===== src/rtl/uart_pkg.sv =====
// Shared UART definitions: TX FSM state encoding, default payload width,
// frame-length constants and the default clock/baud figures used by the
// baud generator.
package uart_pkg;

  localparam int UART_DATA_WIDTH = 8;
  localparam int UART_START_BITS = 1;
  localparam int UART_STOP_BITS  = 1;
  localparam int UART_CLOCK_FREQ = 1600000;
  localparam int UART_BAUD_RATE  = 10000;

  typedef enum logic [1:0] {
    ST_IDLE,
    ST_START,
    ST_DATA,
    ST_STOP
  } uart_state_e;

  // Baud periods from the start-bit falling edge to the end of the stop bit.
  function automatic int frame_bits(input int dw);
    return dw + UART_START_BITS + UART_STOP_BITS;
  endfunction

endpackage


===== src/rtl/uart_rr_arbiter.sv =====
// Combinational round-robin pick. The request vector is rotated so the
// requester after last_i sits at position 0, the lowest set bit is found,
// and the position is rotated back to a requester index.
// Ports:
//   req_i       - request vector
//   last_i      - index of the most recently granted requester
//   gnt_valid_o - at least one request present
//   gnt_idx_o   - index of the winner
//   gnt_oh_o    - one-hot winner (all zero when nothing requests)
module uart_rr_arbiter #(
  parameter int NUM_REQ = 4
) (
  input  logic [NUM_REQ-1:0]         req_i,
  input  logic [$clog2(NUM_REQ)-1:0] last_i,
  output logic                       gnt_valid_o,
  output logic [$clog2(NUM_REQ)-1:0] gnt_idx_o,
  output logic [NUM_REQ-1:0]         gnt_oh_o
);

  localparam int IW = $clog2(NUM_REQ);

  logic [NUM_REQ-1:0] rot;
  int                 shift;
  int                 pos;

  always_comb begin
    // last_i + 1 never exceeds NUM_REQ, so a single wrap check suffices.
    shift = int'(last_i) + 1;
    if (shift >= NUM_REQ) shift = 0;

    // Rotate right by shift: rot[k] = req_i[(shift + k) mod NUM_REQ].
    rot = NUM_REQ'({req_i, req_i} >> shift);

    pos         = 0;
    gnt_valid_o = 1'b0;
    for (int k = NUM_REQ - 1; k >= 0; k--) begin
      if (rot[k]) begin
        pos         = k;
        gnt_valid_o = 1'b1;
      end
    end

    pos = pos + shift;
    if (pos >= NUM_REQ) pos = pos - NUM_REQ;

    gnt_idx_o = IW'(pos);
    gnt_oh_o  = gnt_valid_o ? (NUM_REQ'(1) << pos) : '0;
  end

endmodule


===== src/rtl/uart_tx_arbiter.sv =====
// UART transmitter shared by NUM_REQ requesters with round-robin arbitration.
// Frames are 1 start bit, DATA_WIDTH data bits (LSB first), 1 stop bit; all
// state changes happen on baud_tick edges. A new frame can be accepted on the
// tick that ends a stop bit, giving back-to-back frames with no idle bit.
// Ports:
//   clk        - system clock
//   rst        - asynchronous active-low reset
//   baud_tick  - one-cycle pulse per bit period
//   req_valid  - per-requester frame request, held until accepted
//   req_data   - payloads, requester i at [i*DATA_WIDTH +: DATA_WIDTH]
//   req_ready  - one-hot accept strobe (valid/ready handshake on the tick)
//   tx         - serial line, idle high
//   busy       - frame in flight
//   grant_id   - owner of current / most recent frame
//   frame_done - pulse on the tick that ends a stop bit
module uart_tx_arbiter
  import uart_pkg::*;
#(
  parameter int NUM_REQ    = 4,
  parameter int DATA_WIDTH = UART_DATA_WIDTH
) (
  input  logic                          clk,
  input  logic                          rst,
  input  logic                          baud_tick,
  input  logic [NUM_REQ-1:0]            req_valid,
  input  logic [NUM_REQ*DATA_WIDTH-1:0] req_data,
  output logic [NUM_REQ-1:0]            req_ready,
  output logic                          tx,
  output logic                          busy,
  output logic [$clog2(NUM_REQ)-1:0]    grant_id,
  output logic                          frame_done
);

  localparam int IW = $clog2(NUM_REQ);
  localparam int CW = $clog2(DATA_WIDTH + 1);

  uart_state_e           state_q;
  logic                  tx_q;
  logic [DATA_WIDTH-1:0] sh_q;
  logic [CW-1:0]         cnt_q;
  logic [IW-1:0]         grant_q;
  logic [IW-1:0]         last_q;

  logic                  gnt_valid;
  logic [IW-1:0]         gnt_idx;
  logic [NUM_REQ-1:0]    gnt_oh;
  logic [DATA_WIDTH-1:0] sel_data;
  logic [DATA_WIDTH-1:0] sh_next;
  logic                  accept;

  uart_rr_arbiter #(.NUM_REQ(NUM_REQ)) u_rr (
    .req_i       (req_valid),
    .last_i      (last_q),
    .gnt_valid_o (gnt_valid),
    .gnt_idx_o   (gnt_idx),
    .gnt_oh_o    (gnt_oh)
  );

  // Acceptance is only possible from IDLE or at the end of STOP. rst gates
  // the strobe so nothing is handed out while reset is held.
  assign accept = rst & baud_tick & gnt_valid &
                  ((state_q == ST_IDLE) || (state_q == ST_STOP));

  assign req_ready  = accept ? gnt_oh : '0;
  assign frame_done = baud_tick & (state_q == ST_STOP);
  assign busy       = (state_q != ST_IDLE);
  assign tx         = tx_q;
  assign grant_id   = grant_q;
  assign sh_next    = sh_q >> 1;

  always_comb begin
    sel_data = '0;
    for (int i = 0; i < NUM_REQ; i++)
      if (gnt_oh[i]) sel_data = req_data[i*DATA_WIDTH +: DATA_WIDTH];
  end

  always_ff @(posedge clk or negedge rst) begin
    if (!rst) begin
      state_q <= ST_IDLE;
      tx_q    <= 1'b1;
      sh_q    <= '0;
      cnt_q   <= '0;
      grant_q <= '0;
      last_q  <= IW'(NUM_REQ - 1);  // requester 0 searched first
    end else if (baud_tick) begin
      if (accept) begin
        state_q <= ST_START;
        tx_q    <= 1'b0;
        sh_q    <= sel_data;
        cnt_q   <= '0;
        grant_q <= gnt_idx;
        last_q  <= gnt_idx;
      end else begin
        unique case (state_q)
          ST_IDLE: ;
          ST_START: begin
            state_q <= ST_DATA;
            tx_q    <= sh_q[0];
          end
          ST_DATA: begin
            sh_q  <= sh_next;
            cnt_q <= cnt_q + CW'(1);
            if (cnt_q == CW'(DATA_WIDTH - 1)) begin
              state_q <= ST_STOP;
              tx_q    <= 1'b1;
            end else begin
              tx_q <= sh_next[0];
            end
          end
          ST_STOP: begin
            state_q <= ST_IDLE;
            tx_q    <= 1'b1;
          end
          default: begin
            state_q <= ST_IDLE;
            tx_q    <= 1'b1;
          end
        endcase
      end
    end
  end

endmodule


===== config.mk =====
export PLATFORM = sky130hd
export DESIGN_NAME = uart_tx_arbiter
export DESIGN_NICKNAME = d
export VERILOG_FILES = /design/src/rtl/uart_pkg.sv /design/src/rtl/uart_rr_arbiter.sv /design/src/rtl/uart_tx_arbiter.sv
export SDC_FILE = /design/constraint.sdc
export NUM_CORES = 1
export LEC_CHECK = 0
export BUFFER_PORTS_ARGS = -buffer_cell sky130_fd_sc_hd__buf_2
export CAP_MARGIN = 0
export CORE_MARGIN = 5
export CORE_UTILIZATION = 28
export CTS_CLUSTER_SIZE = 10
export DETAILED_ROUTE_END_ITERATION = 8
export GPL_TIMING_DRIVEN = 1
export PLACE_DENSITY_LB_ADDON = 0.12
export SKIP_LAST_GASP = 1
export SLEW_MARGIN = 20
export SYNTH_ARGS = -nofsm -noshare
export SYNTH_HDL_FRONTEND = slang
export SYNTH_SLANG_ARGS = --single-unit

===== constraint.sdc =====
create_clock -name clk -period 2.9 [get_ports clk]
set_input_delay 0.435 -clock clk [delete_from_list [all_inputs] [get_ports clk]]
set_output_delay 0.435 -clock clk [all_outputs]
set_load 0.02 [all_outputs]

==> metrics.yaml <==
status:
  status: "finished with violations"
  violations: "setup timing"
setup_path:
  crit_path_cell_trace: "ha_4 -> nand2_1 -> a21oi_1 -> a2bb2oi_1 -> a21oi_1 -> ha_2 -> inv_2 -> fa_1 -> buf_12 -> buf_4 -> nor2_4 -> buf_6"
  cpPeakStageDelay_ps: 560
  reg2reg_depth: 14
  path_class: "register to primary output"
  path_buf_inv: 4
  cp-end-kind: "primary output"
  timing.rr.end: "sh_q[2]$_DFFE_PN0P_"
  cp_common_cell: "a21oi_1"
  r2r_setup_slack_ps: -90
  crit_arrival_ps: 2590
  cp_slowest_cell: "dfstp_2"
  cp-start-kind: "register"
  path_max_fanout: 6
  worstPathRequired_ps: 2470
  cp_top_family: "adder cells"
  r2r-start: "last_q[0]$_DFFE_PN1P_"
yosys:
  yosys.area_share.adder_pct: 6.597
  synth_top_cell_by_area: "dfrtp_1"
  ys_seq_area_share_pct: 33.25
  synth-edff-count: 0
  synth_top_family_by_area: "compound AO/OA/AOI/OAI gates"
  synth_common_cells: "nand2_1, dfrtp_1, a21oi_1, inv_1, o21ai_0"
  synth.avg_cell_area_um2: 8.580
  syn-instance-count: 168
  synth-compound-area-share_pct: 24.83
  synth_mux_area_share_pct: 9.028
  synth_most_common_cell: "nand2_1"
  ys_top_cells_by_area: "dfrtp_1, dfstp_2, ha_1"
  synth_top_area_share_pct: 27.78
  yosys.area_share.xor_xnor_pct: 0
  ys_ff_latch: 19
  syn_nets: 214
  yosys_warnings: 0
  syn-cell-area_mm2: 0.001441
  synth-main-ff-cell: "dfrtp_1"
  synth-simple-area-share_pct: 19.27
  synthArstFlopShare_pct: 100.0
  ys_types: 40
pwr:
  irDropWorstVdd_v: 0.0007122
  leakagePower_nw: 0.9086
  p_per_area_mw_per_mm2: 1430
placement:
  port-buffer-count: 47
  place_inst: 285
  dp_slack_ps: -65.31
  gp_congestion: 0.7668
  dpl.hpwl_um: 3004
cts:
  cts_buffers: 3
  insertion_delay_ps: 260
  cts_tree: "done"
  root_buffer: "clkbuf_8"
  clkTransAtPathRegs_ps: 70
  cts_max_level: 1
  clock_path_buffers: 2
  cts.sinks: 19
sta:
  rsz0062_at_grt: "true"
  hold_violations: 0
  fin_crit_ps: 3028
  fin_crit_sh_pct: 104.4
  setup_violations: 10
  fmax_ghz: 0.3303
  tightest_slew_ps: 831.4
  fin_ws_ps: -127.7
  slew_headroom_pct: 44.27
  finClkSkew_ps: 4.889
  slew_violations: 0
detailed_routing:
  routed_wl_um: 3949
  drtIter0Drc: 53
  dr.pass1.iters: 4
  vias: 1432
  routed_via_density: 4.887
  wl_per_cell_um: 13.48
  ant_nets: 0
  drc: 0
final_layout:
  nFillCells: 535
  syn_to_final_growth_pct: 38.28
  antenna_cells: 0
  fin_util_pct: 39.53
  drive_above_1_share_pct: 42.60
  final_cells: 293
  nets: 270
floorplan:
  io_pins: 48
  num_rows: 26
  die_w_um: 81.75
  start_util_pct: 28.59
  dieArea_mm2: 0.006683
  die_h_um: 81.75
  fp.coreArea_mm2: 0.005042
worst_hold_path:
  min_path_type: "input port to async pin"
global_routing:
  first_global_vias: 1272
  grt_max_degree: 21
  antenna_found_initial: 0
  track_usage_pct: 11.64
  overflow: 0
  grt_pass1_wl_um: 6058
job:
  max_cap_violations: 0
[report_power, final]
group,total [mW],internal (mW),switching [mW]
Clock,0.186,0.0977,0.0887
Combinational,2.18,1.09,1.09
Sequential,0.487,0.404,0.0834
[repair_timing]
| action | CTS | global route |
|---|---|---|
| buffers inserted | 4 | 0 |
| hold buffers | 0 | 0 |
| pin swaps | 8 | 4 |
| resized for setup | 17 | 6 |
| endpoints found under the setup margin | 12 | 12 |
[per-layer routing]
layer  vias up  global-route usage (%)  wire [µm]
li1        722                       -          -
met1       687                   15.15       1712
met2        21                   20.11       2089
met3         2                   2.632        138
met4         0                   1.495          9
met5         -                       0          0
[sequential cells by signal, indices dropped and copies added, names as in the netlist]
register,flops
state_q,2
last_q,2
cnt_q,4
tx,1
grant_id,2
sh_q,8
[cells in the final DEF (no fill, tap or decap), types with 2 or more instances in the layout]
cell type   n
buf_6       5
nor2_4      2
a31oi_1     7
buf_2      43
dfstp_2     3
o21a_1      5
o211ai_1    2
clkbuf_8    3
nand3_1     7
mux2i_1     4
o21ai_0     7
buf_4      14
o22ai_1     5
a21oi_1    12
nor2_1      3
ha_1        4
mux2_2      6
or4_1       3
nand2_1    18
nand2b_1    5
inv_1      11
nor3_1      3
o22a_1      5
dfrtp_1    16
[per-stage QoR]
stage	power, mW	hold slack, ps	area [µm²]	TNS, ps
after floorplan	1.856	139.4	1476	0
after global placement	2.382	455.0	1833	-228.3
after detailed placement	2.377	459.5	1833	-308.9
after CTS	2.832	175.9	1973	-1798
after global routing	3.117	183.7	1993	-2263
final	2.850	170.2	1993	-783.8
[kinds of logic after synthesis]
| family | after synthesis |
|---|---|
| adders and majority gates | 7 |
| muxes | 11 |
| buffers and inverters | 24 |
| AOI/OAI and AO/OA | 54 |
| DFF | 19 |
| and+or+nand+nor | 53 |
[cell type report]
| type | instances | area (µm²) | share of cell area (%) |
|---|---|---|---|
| multi-input combinational | 125 | 939.7 | 47.14 |
| tap | 70 | 87.58 | 4.394 |
| sequential | 19 | 479.2 | 24.04 |
| inverter | 12 | 45.04 | 2.260 |
| timing repair buffer | 63 | 396.6 | 19.90 |
| clock buffer | 4 | 45.04 | 2.260 |
[worst max-delay path by stage]
stage	start	to	slack, ps	cells after the start
2_1_floorplan	last_q[0]$_DFFE_PN1P_	req_ready[2]	2	11
3_3_place_gp	last_q[0]$_DFFE_PN1P_	sh_q[4]$_DFFE_PN0P_	-40	12
3_5_place_dp	last_q[0]$_DFFE_PN1P_	sh_q[2]$_DFFE_PN0P_	-70	12
4_1_cts	last_q[1]$_DFFE_PN1P_	req_ready[0]	-190	12
5_1_grt	last_q[0]$_DFFE_PN1P_	req_ready[3]	-240	12
6_report	last_q[0]$_DFFE_PN1P_	req_ready[3]	-130	12
No activity file was read; power rests on OpenSTA's default activity.
